## config.mk

```make
export PLATFORM = sky130hd
export DESIGN_NAME = dog_motion_ctrl
export DESIGN_NICKNAME = d
export VERILOG_FILES = /design/src/rtl/dog_motion_ctrl.sv
export SDC_FILE = /design/constraint.sdc
export NUM_CORES = 1
export LEC_CHECK = 0
export ABC_AREA = 1
export BUFFER_PORTS_ARGS = -buffer_cell sky130_fd_sc_hd__clkbuf_2
export CAP_MARGIN = 25
export CORE_MARGIN = 8
export CORE_UTILIZATION = 48
export DETAILED_ROUTE_END_ITERATION = 10
export HOLD_SLACK_MARGIN = 0.03
export PLACE_DENSITY = 0.8
export REMOVE_ABC_BUFFERS = 1
export SYNTH_ARGS = -nofsm -noshare
export SYNTH_HDL_FRONTEND = slang
export SYNTH_SLANG_ARGS = --single-unit
```

## constraint.sdc

```tcl
create_clock -name pixel_clk -period 2.5 [get_ports pixel_clk]
set_clock_uncertainty 0.15 [all_clocks]
set_input_delay 0 -clock pixel_clk [delete_from_list [all_inputs] [get_ports pixel_clk]]
set_output_delay 0 -clock pixel_clk [all_outputs]
set_load 0.01 [all_outputs]
```

## src/rtl/dog_motion_ctrl.sv

```systemverilog
// dog_motion_ctrl: tick-paced walk/eat FSM driving the dog sprite position and animation frame
module dog_motion_ctrl #(
  parameter int TICK_MAX  = 4999999,
  parameter int STEP      = 8,
  parameter int X_MIN     = 0,
  parameter int X_MAX     = 576,
  parameter int DOG_W     = 64,
  parameter int EAT_TICKS = 8,
  parameter int X_HOME    = 256
) (
  input  logic       pixel_clk,
  input  logic       reset,
  input  logic       eat_req,
  input  logic       left_req,
  input  logic       right_req,
  output logic       ActionS,
  output logic [9:0] DogPos_x1,
  output logic [9:0] DogPos_x2,
  output logic [8:0] DogPos_y,
  output logic [1:0] state,
  output logic       busy
);
  typedef enum logic [1:0] {IDLE, WALK_L, WALK_R, EAT} st_e;
  localparam logic signed [10:0] STEP_S = 11'(STEP);
  localparam logic signed [10:0] MIN_S  = 11'(X_MIN);
  localparam logic signed [10:0] MAX_S  = 11'(X_MAX);
  st_e state_q, state_d;
  logic [22:0] cnt_q, cnt_d;
  logic [3:0] ecnt_q, ecnt_d;
  logic [9:0] x1_q, x1_d;
  logic act_q, act_d;
  logic tick, at_min, at_max;
  logic signed [10:0] x_s, xl, xr;
  always_ff @(posedge pixel_clk or posedge reset) begin
    if (reset) begin
      state_q <= IDLE;
      cnt_q   <= '0;
      ecnt_q  <= '0;
      x1_q    <= 10'(X_HOME);
      act_q   <= 1'b0;
    end else begin
      state_q <= state_d;
      cnt_q   <= cnt_d;
      ecnt_q  <= ecnt_d;
      x1_q    <= x1_d;
      act_q   <= act_d;
    end
  end
  // 11-bit signed arithmetic so a step past either bound clamps instead of wrapping
  always_comb begin
    tick    = cnt_q == 23'(TICK_MAX);
    cnt_d   = tick ? '0 : cnt_q + 23'd1;
    x_s     = $signed({1'b0, x1_q});
    xl      = x_s - STEP_S;
    xr      = x_s + STEP_S;
    at_min  = x_s <= MIN_S;
    at_max  = x_s >= MAX_S;
    state_d = state_q;
    ecnt_d  = ecnt_q;
    x1_d    = x1_q;
    act_d   = act_q;
    if (tick) begin
      if (state_q == EAT) begin
        state_d = ecnt_q == 4'd0 ? IDLE : EAT;
        act_d   = ecnt_q == 4'd0 ? 1'b0 : ~act_q;
        ecnt_d  = ecnt_q == 4'd0 ? ecnt_q : ecnt_q - 4'd1;
      end else if (eat_req) begin
        state_d = EAT;
        ecnt_d  = 4'(EAT_TICKS - 1);
        act_d   = 1'b1;
      end else if (left_req && !right_req && !at_min) begin
        state_d = WALK_L;
        x1_d    = xl < MIN_S ? 10'(MIN_S) : 10'(xl);
        act_d   = ~act_q;
      end else if (right_req && !left_req && !at_max) begin
        state_d = WALK_R;
        x1_d    = xr > MAX_S ? 10'(MAX_S) : 10'(xr);
        act_d   = ~act_q;
      end else begin
        state_d = IDLE;
        act_d   = 1'b0;
      end
    end
  end
  always_comb begin
    ActionS   = act_q;
    DogPos_x1 = x1_q;
    DogPos_x2 = x1_q + 10'(DOG_W);
    DogPos_y  = 9'd300;
    state     = state_q;
    busy      = state_q == EAT;
  end
endmodule

```

==> results.ini <==
[critical_path]
rr_endpoint=state[1]
cp.required_ns=2.55
cpMostUsedCell=nand2_1
critical_path.top_delay_family=buffers and inverters
critPathKind=reg -> reg
critPathArrivalTime_ns=2.30
critPathSlowestCell=dlygate4sd3_1
worstPathMaxFanout=10
reg2reg_slack_ns=0.25
crit_chain=inv_1 > ha_1 > inv_1 > nor2_1 > nand2_1 > nand2_1 > nand2_1 > nand2_1 > dlygate4sd3_1 > nand2_1 > nand2_1
critPathMaxStageDelay_ns=0.55
path_buf_inv=3
end_kind=flop
rr_worst_depth=11
reg2reg_from=DogPos_x1[6]
startpoint_type=flop

[place]
dp_hpwl_um=4720
gp_congestion=0.941
dp_slack_ns=0.447
port_buffers=22

[min_path]
min_to=state[0]
worstHoldStart=right_req
hold_depth=6
holdCritPathClass=in -> reg

[clocking]
postCtsSetupBuffers=0
hold_buffers=4
post_cts_resized=0
cts_tree=yes
htree_levels=2
cts-root-buf=clkbuf_8
cts_buffer_depth=2
cts.sinks=37
clock_latency_ns=0.30
cts_made_buffers=5
clk_pin_slew_worst_paths_ns=0.08

[synth]
yosys.area.top_type=dfrtp_1
syn_area_um2=2820
async_reset_ff_share_pct=100
ys.flop_type=dfrtp_1
synth_cell_type_count=34
seq_area_frac_synth_pct=32.9
synth-edff-count=0
ys_ff_latch=37
avgSynthCellArea_um2=7.16
netlist_instances=394
ys_top_cells_by_area=dfrtp_1 (32%), nand2_1 (13%), inv_1 (8.4%)
yosysTopAreaCellShare_pct=31.9
yosysWarningCount=0

[sta]
fin_setup_tns_ns=0
setup_viol=0
finalHoldViolations=0
maxSlewViolCount=0
rsz0062_at_grt=no
fmax_mhz=444
finalCritPeriodShare_pct=90.2
min_period_ns=2.25
setup_slack_ns=0.246

[grt]
grt_max_degree=38
antenna_found_initial=0
grt_usage_pct=15.1
grt_pass1_wl_um=10700
grt_remaining_overflow=0
grt_pass1_vias=2328

[final_layout]
mostFrequentLayoutCell=nand2_1
syn2layout_area_growth_pct=8.43
drive_above_1_share_pct=15.2
layout_common_cells=nand2_1 (98), inv_1 (63), nor2_1 (42), dfrtp_1 (36), nand3_1 (30)
antenna_cells=0
finalNetCount=434

[floorplanning]
core_area_um2=5820
die_x_um=92.7
fp-row-count=28
start_util_pct=48.5
io-pin-count=38
die-area_um2=8580
die-height_um=92.7

[detailed_routing]
finalWirelength_um=6090
dr.pass1.iters=4
drt_iter0_markers=130
routed-via-count=2435
routedWlPerCell_um=12.3
viasPerCell=4.90
drc_errors=0
drtAntennaViolNets=0

[power]
pwr-share-seq_pct=56.1
vdd_drop_max_mv=0.265
p_comb_share_pct=4.5
swShare_pct=24.4
clkPwrFrac_pct=39.5
netSwitchingPower_uw=260
power_density_nw_per_um2=349
intPower_uw=806
leakagePower_uw=0.00167

[outcome]
status=finished clean

[job]
drv_cap=0

==> final cells by class <==
class	instances	area (um^2)
repair buffers	27	158
well taps	75	93.8
inverters	66	251
multi-input cells	284	1540
fillers	571	2760
clock buffers	6	72.6
clock inverters	2	15.0
flip-flops and latches	37	927
==> tightest hold or removal path: stages <==
cell and delay [ns]:
clkbuf_2 0.07, inv_1 0.04, nand2_1 0.09, nor2_2 0.11, nand2_1 0.08, nand3_1 0.06
==> cell usage after synthesis (4+ instances only) <==
| master | number |
|---|---|
| nor3_1 | 12 |
| a21oi_1 | 6 |
| nor2_1 | 42 |
| ha_1 | 8 |
| dfrtp_1 | 36 |
| nand4_1 | 6 |
| nand2_1 | 98 |
| nand3_1 | 30 |
| buf_4 | 20 |
| xor2_1 | 20 |
| inv_1 | 63 |
| nand2_2 | 4 |
| o21ai_0 | 11 |
| nor2_2 | 6 |
==> per-stage QoR <==
step | std cells | util [%] | instance area (um^2) | power (uW) | hold slack (ns)
6_report | 497 | 52.6 | 3060 | 1070 | 0.0482
5_1_grt | 497 | 52.6 | 3060 | 1110 | 0.0953
4_1_cts | 497 | 52.6 | 3060 | 1070 | 0.0473
3_5_place_dp | 485 | 50.4 | 2930 | 653 | -0.0287
3_3_place_gp | 485 | 50.4 | 2930 | 652 | -0.0331
2_1_floorplan | 387 | - | 2720 | 642 | 0.0290
==> kinds of logic after synthesis <==
family / count (synthesis) / synth area share (%)
simple gates: 221 / 38.6
buf+inv: 86 / 14.2
flops: 37 / 32.9
xor+xnor: 21 / 6.52
compound gates: 19 / 3.99
fa+ha+maj: 8 / 3.55
other cells: 2 / 0.266
==> power by group through the flow <==
stage                     Clock, uW  Sequential, uW  Combinational (uW)
after global placement            0             610                42.6
after detailed placement          0             610                43.6
after CTS                       429             598                47.2
final                           421             598                47.5
after floorplan                   0             610                31.8
after global routing            456             598                54.0
==> registers in the layout, summed over array words and instances, names as in the netlist <==
name,flops
state,2
cnt_q,23
DogPos_x1,7
ActionS,1
ecnt_q,4
==> layer usage <==
| layer | track usage, % | routed length, um | share of wire (%) | up-vias |
|---|---|---|---|---|
| met5 | 0 | 0 | 0 | - |
| met4 | 3.89 | 60 | 0.99 | 0 |
| met3 | 3.72 | 418 | 6.9 | 6 |
| met2 | 24.7 | 2900 | 48 | 70 |
| met1 | 19.3 | 2710 | 44 | 1129 |
| li1 | - | - | - | 1230 |
==> worst max-delay path by stage <==
stage,depth (start not counted),start,slack (ns),to
floorplan,10,DogPos_x1[6],0.56,DogPos_x1[6]
global placement,10,DogPos_x1[6],0.51,DogPos_x1[6]
detailed placement,10,DogPos_x1[6],0.45,DogPos_x1[6]
CTS,11,DogPos_x1[6],0.26,state[1]
global route,11,DogPos_x1[6],0.07,state[1]
finish,11,DogPos_x1[6],0.25,state[1]
No activity file was read; power rests on OpenSTA's default activity.
